## src/rtl/fft_uart_pkg.sv

```systemverilog
// Shared definitions for the FFT frame to UART byte serializer: FSM encoding,
// default sync header, byte-index width and frame length helper.
package fft_uart_pkg;

    typedef enum logic [1:0] {
        ST_IDLE  = 2'd0,
        ST_ISSUE = 2'd1,
        ST_WAIT  = 2'd2,
        ST_DONE  = 2'd3
    } state_e;

    localparam logic [7:0] SYNC_BYTE_DEF = 8'hA5;
    localparam int         IDX_W         = 7;

    // Bytes on the wire for one frame: two per word plus optional header and checksum.
    function automatic int n_bytes(input int fft_size, input int hdr_en);
        return 2 * fft_size + ((hdr_en != 0) ? 2 : 0);
    endfunction

endpackage

```

## src/rtl/tx_watchdog_timer.sv

```systemverilog
// Counts consecutive enabled cycles since the last clear and pulses expired_o
// on the TIMEOUT_CYCLES-th one.
module tx_watchdog_timer #(
    parameter int TIMEOUT_CYCLES = 8192
) (
    input  logic clk_i,
    input  logic rst_ni,
    input  logic clear_i,
    input  logic en_i,
    output logic expired_o
);

    localparam int            CW    = $clog2(TIMEOUT_CYCLES + 1);
    localparam logic [CW-1:0] LIMIT = CW'(TIMEOUT_CYCLES - 1);

    logic [CW-1:0] cnt_q, cnt_d;

    assign expired_o = en_i && (cnt_q == LIMIT);

    always_comb begin
        cnt_d = cnt_q;
        if (clear_i) begin
            cnt_d = '0;
        end else if (en_i && !expired_o) begin
            cnt_d = cnt_q + CW'(1);
        end
    end

    always_ff @(posedge clk_i or negedge rst_ni) begin
        if (!rst_ni) begin
            cnt_q <= '0;
        end else begin
            cnt_q <= cnt_d;
        end
    end

endmodule

```

## src/rtl/fft_frame_uart_serializer.sv

```systemverilog
// Snapshots one FFT frame on i_frame_valid and streams it byte-wise to a UART
// transmitter over a start/done handshake, with optional sync header and checksum.
module fft_frame_uart_serializer
    import fft_uart_pkg::*;
#(
    parameter int         FFT_SIZE       = 32,
    parameter int         WORD_SIZE      = 16,
    parameter int         DATA_LENGTH    = 8,
    parameter int         HDR_EN         = 1,
    parameter logic [7:0] SYNC_BYTE      = SYNC_BYTE_DEF,
    parameter int         TIMEOUT_CYCLES = 8192
) (
    input  logic                            i_clk,
    input  logic                            i_rst_n,
    input  logic                            i_frame_valid,
    input  logic [FFT_SIZE*WORD_SIZE-1:0]   i_frame,
    output logic                            o_frame_ready,
    output logic                            o_tx_start,
    output logic [DATA_LENGTH-1:0]          o_tx_byte,
    input  logic                            i_tx_done,
    output logic [IDX_W-1:0]                o_byte_idx,
    output logic                            o_frame_sent,
    output logic                            o_timeout,
    output logic [7:0]                      o_drop_cnt
);

    localparam int               N_BYTES  = n_bytes(FFT_SIZE, HDR_EN);
    localparam int               N_DATA   = 2 * FFT_SIZE;
    localparam int               HOFF     = (HDR_EN != 0) ? 1 : 0;
    localparam logic [IDX_W-1:0] LAST_IDX = IDX_W'(N_BYTES - 1);

    if (FFT_SIZE > 63) begin : g_err_fft_size
        $error("fft_frame_uart_serializer: FFT_SIZE must not exceed 63");
    end
    if (WORD_SIZE != 16) begin : g_err_word_size
        $error("fft_frame_uart_serializer: WORD_SIZE must be 16");
    end
    if (DATA_LENGTH != 8) begin : g_err_data_length
        $error("fft_frame_uart_serializer: DATA_LENGTH must be 8");
    end

    state_e                          state_q, state_d;
    logic [FFT_SIZE*WORD_SIZE-1:0]   shadow_q, shadow_d;
    logic [IDX_W-1:0]                idx_q, idx_d;
    logic [7:0]                      chk_q, chk_d;
    logic [7:0]                      byte_q, byte_d;
    logic [7:0]                      drop_q, drop_d;
    logic                            wd_clear, wd_en, wd_expired;
    logic                            is_data;

    // Byte idx of the wire sequence; data byte d is simply bits [8d +: 8] because
    // each word is sent low byte first.
    function automatic logic [7:0] pick(input logic [FFT_SIZE*WORD_SIZE-1:0] fr,
                                        input logic [IDX_W-1:0] idx,
                                        input logic [7:0] chk);
        int d;
        d = int'(idx) - HOFF;
        if (HOFF == 1 && idx == '0)       return SYNC_BYTE;
        if (HOFF == 1 && idx == LAST_IDX) return chk;
        return fr[d*8 +: 8];
    endfunction

    assign is_data = (int'(idx_q) >= HOFF) && (int'(idx_q) < HOFF + N_DATA);

    tx_watchdog_timer #(
        .TIMEOUT_CYCLES (TIMEOUT_CYCLES)
    ) u_watchdog (
        .clk_i     (i_clk),
        .rst_ni    (i_rst_n),
        .clear_i   (wd_clear),
        .en_i      (wd_en),
        .expired_o (wd_expired)
    );

    always_comb begin
        state_d       = state_q;
        shadow_d      = shadow_q;
        idx_d         = idx_q;
        chk_d         = chk_q;
        byte_d        = byte_q;
        drop_d        = drop_q;
        wd_clear      = 1'b0;
        wd_en         = 1'b0;
        o_frame_ready = 1'b0;
        o_tx_start    = 1'b0;
        o_frame_sent  = 1'b0;
        o_timeout     = 1'b0;

        // Capture only happens in IDLE, so any other state turns a frame into a drop.
        if (i_frame_valid && state_q != ST_IDLE && drop_q != 8'hFF) begin
            drop_d = drop_q + 8'd1;
        end

        case (state_q)
            ST_IDLE: begin
                o_frame_ready = 1'b1;
                if (i_frame_valid) begin
                    shadow_d = i_frame;
                    idx_d    = '0;
                    chk_d    = 8'h00;
                    byte_d   = pick(i_frame, '0, 8'h00);
                    state_d  = ST_ISSUE;
                end
            end
            ST_ISSUE: begin
                o_tx_start = 1'b1;
                wd_clear   = 1'b1;
                state_d    = ST_WAIT;
            end
            ST_WAIT: begin
                wd_en = 1'b1;
                if (i_tx_done) begin
                    if (is_data) begin
                        chk_d = chk_q + byte_q;
                    end
                    if (idx_q == LAST_IDX) begin
                        state_d = ST_DONE;
                    end else begin
                        // Next byte is loaded here so it is valid on the coming start pulse.
                        idx_d   = idx_q + IDX_W'(1);
                        byte_d  = pick(shadow_q, idx_q + IDX_W'(1), chk_d);
                        state_d = ST_ISSUE;
                    end
                end else if (wd_expired) begin
                    o_timeout = 1'b1;
                    idx_d     = '0;
                    state_d   = ST_IDLE;
                end
            end
            ST_DONE: begin
                o_frame_sent = 1'b1;
                idx_d        = '0;
                state_d      = ST_IDLE;
            end
            default: begin
                state_d = ST_IDLE;
            end
        endcase
    end

    always_ff @(posedge i_clk or negedge i_rst_n) begin
        if (!i_rst_n) begin
            state_q  <= ST_IDLE;
            shadow_q <= '0;
            idx_q    <= '0;
            chk_q    <= 8'h00;
            byte_q   <= 8'h00;
            drop_q   <= 8'h00;
        end else begin
            state_q  <= state_d;
            shadow_q <= shadow_d;
            idx_q    <= idx_d;
            chk_q    <= chk_d;
            byte_q   <= byte_d;
            drop_q   <= drop_d;
        end
    end

    assign o_tx_byte  = byte_q;
    assign o_byte_idx = idx_q;
    assign o_drop_cnt = drop_q;

endmodule

```

## config.mk

```make
export PLATFORM = sky130hd
export DESIGN_NAME = fft_frame_uart_serializer
export DESIGN_NICKNAME = d
export VERILOG_FILES = /design/src/rtl/fft_uart_pkg.sv /design/src/rtl/tx_watchdog_timer.sv /design/src/rtl/fft_frame_uart_serializer.sv
export SDC_FILE = /design/constraint.sdc
export NUM_CORES = 1
export LEC_CHECK = 0
export CAP_MARGIN = 10
export CORE_MARGIN = 2
export CORE_UTILIZATION = 50
export DETAILED_ROUTE_END_ITERATION = 8
export PLACE_DENSITY = 0.78
export SLEW_MARGIN = 10
export SYNTH_ARGS = -nofsm -noshare
export SYNTH_HDL_FRONTEND = slang
export SYNTH_SLANG_ARGS = --single-unit
```

## constraint.sdc

```tcl
create_clock -name i_clk -period 10.3 [get_ports i_clk]
set_input_delay 2.06 -clock i_clk [delete_from_list [all_inputs] [get_ports i_clk]]
set_output_delay 2.06 -clock i_clk [all_outputs]
set_load 0.005 [all_outputs]
```

; ---- After elaboration in Yosys (flattened, before gate mapping)
; Cells that the tools add are included.
[word_totals]
elab_cells = 87
ramBits = 0
reg_bits = 559
latchBits = 0
rom_bits = 0
memories = 0
[op_classes]
div_mod_pow = 0
addsub = 5
reduce_logical = 17
shifts = 1
n_mul = 0
eq_ne = 12
muxes = 43
bitwise = 0
n_lt_le_gt_ge = 2
[ops]
columns = operator, count
row1 = 512-bit by 11-bit indexed part select with 8-bit output, 1
row2 = 8-bit 2-to-1 mux, 11
row3 = 8-bit one-hot mux with 2 select lines, 2
row4 = 14-bit 2-to-1 mux, 2
row5 = 7-bit 2-to-1 mux, 4
row6 = 7-bit one-hot mux with 3 select lines, 1
row7 = 1-bit 2-to-1 mux, 18
row8 = 14-bit by 1-bit adder with 14-bit output (second input constant), 1
row9 = 14-bit by 13-bit equality test with 1-bit output (second input constant), 1
row10 = 7-bit equality test (second input constant), 2
row11 = 8-bit by 1-bit adder with 8-bit output (second input constant), 1
row12 = 8-bit adder, 1
row13 = 2-bit 2-to-1 mux, 4
row14 = 8-bit != test (second input constant), 1
row15 = 2-bit one-hot mux with 4 select lines, 1
row16 = 4-bit AND reduction, 2
row17 = 7-bit by 1-bit subtractor with 8-bit output (second input constant), 1
row18 = 7-bit by 1-bit adder with 7-bit output (second input constant), 1
row19 = 7-bit by 1-bit greater-or-equal comparator with 1-bit output (second input constant), 1
row20 = 7-bit logical NOT, 1
row21 = 7-bit < comparator (second input constant), 1
row22 = 2-bit != test (second input constant), 3
row23 = 2-bit nonzero test, 3
row24 = 1-bit logical AND, 5
row25 = 9 further kinds, 11

; ---- Depth between registers and ports, before layout
[depth]
word_depth = 15
ltp_mapped = 14

; ---- By module
; Synthesis repeated with hierarchy kept, for this count alone.
[hier_totals]
hier_cells = 1675
hier_area_um2 = 25949.9
[by_module_without_submodules]
columns = mod, cells_per_inst, n_inst, area_each_um2
row1 = fft_frame_uart_serializer, 1593, 1, 25184.2
row2 = tx_watchdog_timer, 82, 1, 765.7

; ---- Least setup slack after synthesis
; No wires, ideal clock.
[synth_timing]
path_kind = input to output
from = input port i_tx_done
to = output port o_timeout
path_slack_ns = 5.911
path_stages = 1
t_required_ns = 8.240
t_arrival_ns = 2.329
cell_sequence = nor4_1
[synth_via]
elab_chain_cells = 2
[synth_lines]
columns = item, line_no
row1 = "start, declared", fft_frame_uart_serializer.sv:20  ; input logic i_tx_done,
row2 = 1-bit 2-to-1 mux, fft_frame_uart_serializer.sv:112  ; if (i_tx_done) begin
row3 = 1-bit 2-to-1 mux, fft_frame_uart_serializer.sv:94  ; case (state_q)
row4 = "end, declared", fft_frame_uart_serializer.sv:23  ; output logic o_timeout,
; No other way between the ends.

; ---- Worst setup path after layout
; Same ends and word-level chain as after synthesis.

==> flow_metrics.py <==
metrics = {
    "flow_run": {
        "maxCapViolCount": 0,
    },
    "finish": {
        "n_fill_cell": 4003,
        "layout-drive-gt1-share_pct": 8.61,
        "final_util_pct": 65.9,
        "syn_to_final_growth_pct": 30.0,
        "layout.nets": 3746,
        "fin_area_um2": 34000,
    },
    "logic_synthesis": {
        "synth_top_family_by_area": "simple AND/OR/NAND/NOR gates",
        "synthesis.area_um2": 26100,
        "synth_fp_nets": 3292,
        "synth_warnings": 0,
        "synthSimpleGateAreaFrac_pct": 25.2,
        "synth_fa_ha_area_share_pct": 0.699,
        "synth_top_area_share_pct": 53.5,
        "ys.flop_type": "dfrtp_1",
        "netlist_instances": 2762,
        "yosys.area.top_type": "dfrtp_1",
        "synth_compound_area_share_pct": 2.75,
        "ys_ff_latch": 559,
        "synth_xor_area_share_pct": 0.570,
        "synth-async-reset-ratio_pct": 100,
        "synthTopCellsByArea": "dfrtp_1 54%, nand2_1 23%, mux4_2 13%",
        "synthMuxAreaShare_pct": 14.5,
        "syn_avg_cell_area_um2": 9.46,
        "yosysSeqAreaShare_pct": 53.5,
        "synth_edf_count": 0,
        "yosysUniqueCellTypes": 63,
    },
    "timing": {
        "min_period_over_period_pct": 53.6,
        "hold_violations": 0,
        "clock.fmax_ghz": 0.181,
        "worst_slew_pin_slew_ns": 1.17,
        "max_slew_margin_pct": 22.2,
        "hold_ws_ns": 0.469,
        "rsz0062_at_grt": "false",
        "setup_viol": 0,
        "finalSetupTns_ns": 0,
        "min_period_ns": 5.52,
        "finalClockSkew_ns": 0.0179,
        "maxSlewViolCount": 0,
    },
    "grt": {
        "grt_pass1_vias": 21962,
        "grt_first_pass_wirelength_mm": 123,
        "grt_max_degree": 240,
        "overflow": 0,
        "grtUsageTotal_pct": 29.9,
        "antenna_found_initial": 32,
    },
    "pwr": {
        "vdd.ir_drop.worst_v": 0.000195,
        "p_leak_nw": 16.5,
        "power_density_nw_per_um2": 300,
    },
    "min_path": {
        "min_from": "shadow_q[381]",
        "min_to": "shadow_q[381]",
        "holdPathStages": 2,
        "hold_path.class": "register to register",
    },
    "routing": {
        "first_iter_violations": 1951,
        "drc": 0,
        "num_vias": 21787,
        "dr.pass1.iters": 5,
        "wl_per_cell_um": 20.3,
        "drt_wl_total_mm": 80.7,
        "avgViaCountPerCell": 5.49,
        "antenna_left": 0,
    },
    "clock_tree": {
        "cts_sinks": 559,
        "cts_setup_buffers": 0,
        "cts_buffers": 57,
        "holdBufCountCts": 0,
        "cts_tree": "done",
        "clk_pin_slew_ns": 0.06,
        "cts-resized-gates": 0,
        "clk_latency_ns": 0.62,
        "cts_root_buf": "clkbuf_16",
        "htreeDepth": 2,
        "clock_path_buffers": 3,
    },
    "floorplanning": {
        "start_util_pct": 50.7,
        "boundaryPins": 543,
        "fp.dieH_um": 233,
        "die_area_um2": 54100,
        "num_rows": 83,
        "core_um2": 51500,
        "fp.dieW_um": 233,
    },
    "critical_path": {
        "worstPathArrival_ns": 3.46,
        "regToRegEndpoint": "o_tx_byte[3]",
        "r2r_setup_slack_ns": 5.50,
        "worstReg2RegStart": "o_byte_idx[0]",
        "crit_required_ns": 8.24,
        "crit_path_end_kind": "output pin",
        "crit_type": "input pin to output pin",
        "r2r_cells": 10,
        "setup.worst_path.start_class": "input pin",
        "crit_path_max_fanout": 6,
    },
    "placed_design": {
        "port_buffers": 542,
        "dpl.hpwl_mm": 56.8,
        "placed_area_um2": 32000,
        "gp_congestion": 0.892,
    },
    "outcome": {
        "run_status": "finished, final reports clean",
    },
}
## placed cells by master, fill, tap and decap left out, drive strengths merged, types with 5 or more instances in the layout
cell              n
nand2          1581
dfrtp           559
clkdlybuf4s50   541
mux4            147
clkbuf           89
mux2i            40
o21ai            39
diode            27
nor2             27
buf              20
a21oi            18
nand3            15
nor2b            13
ha               13
inv              11
a211oi           10
and3              9
xor2              9
nand4             8
nor3              8
xnor2             8
clkinv            8
and2              8
mux2              7
or3               6
o211ai            5
## report_power, final
group / leakage [nW] / internal, mW / total [mW] / switching (mW)
Combinational: 8.54 / 1.92 / 4.24 / 2.32
Clock: 0.946 / 1.26 / 2.14 / 0.884
Sequential: 6.96 / 3.20 / 3.80 / 0.599
Total: 16.5 / 6.38 / 10.2 / 3.80
## registers in the layout, summed over array words and instances (netlist names)
signal / flops
o_drop_cnt: 8
state_q: 2
shadow_q: 512
chk_q: 8
u_watchdog.cnt_q: 14
o_tx_byte: 8
o_byte_idx: 7
## area by class of cell
cell class / instances / area, um^2 / area share, %
Inverter: 10 / 37.5 / 0.111
Antenna cell: 27 / 67.6 / 0.199
Clock buffer: 89 / 1740 / 5.12
Sequential cell: 559 / 14000 / 41.2
Timing Repair Buffer: 561 / 5620 / 16.6
Clock inverter: 16 / 195 / 0.575
Tap cell: 680 / 851 / 2.50
Multi-Input combinational cell: 2027 / 11500 / 33.7
## routing by layer
layer  wire, um  track usage [%]  vias to the layer above
li1           -                -                     9879
met1      32000             40.3                    10806
met2      38700             46.4                      890
met3       5830             5.31                      206
met4       4060             16.2                        6
met5         45                0                        -
## cell usage after synthesis, types with 10 or more instances
cell,number
nand2_1,1581
dfrtp_1,559
mux4_2,147
clkbuf_1,128
mux2i_1,40
o21ai_0,36
nor2_1,27
buf_2,22
a21oi_1,17
nand3_1,15
ha_1,13
nor2b_1,13
buf_1,11
inv_1,10
## worst max-delay path, stage by stage
cell and delay [ns]:
clkdlybuf4s50_1 0.52, nor4_1 0.31, clkdlybuf4s50_1 0.57
## kinds of logic (layout without fill, tap and decap cells)
family	after synthesis	in the layout
AND/OR/NAND/NOR	1694	1694
buffers and inverters	176	676
other	0	27
multiplexers	194	194
flip-flops	559	559
adder cells (fa/ha/maj)	14	14
AO/OA/AOI/OAI	108	108
XOR/XNOR	17	17
## worst max path at each step
stage | start | depth (start not counted) | end
2_1_floorplan | i_tx_done | 1 | o_timeout
6_report | i_tx_done | 3 | o_timeout
3_5_place_dp | i_tx_done | 3 | o_timeout
3_3_place_gp | i_tx_done | 3 | o_timeout
4_1_cts | i_tx_done | 3 | o_timeout
5_1_grt | i_tx_done | 3 | o_timeout
## per-stage QoR
| stage | cells | worst slack (ns) | power (mW) |
|---|---|---|---|
| 3_3_place_gp | 3837 | 4.88 | 7.86 |
| 5_1_grt | 3967 | 4.75 | 10.8 |
| 2_1_floorplan | 2762 | 5.91 | 6.57 |
| 6_report | 3969 | 4.78 | 10.2 |
| 3_5_place_dp | 3837 | 4.81 | 8.05 |
| 4_1_cts | 3942 | 4.81 | 10.2 |
No activity file was read; power rests on OpenSTA's default activity.
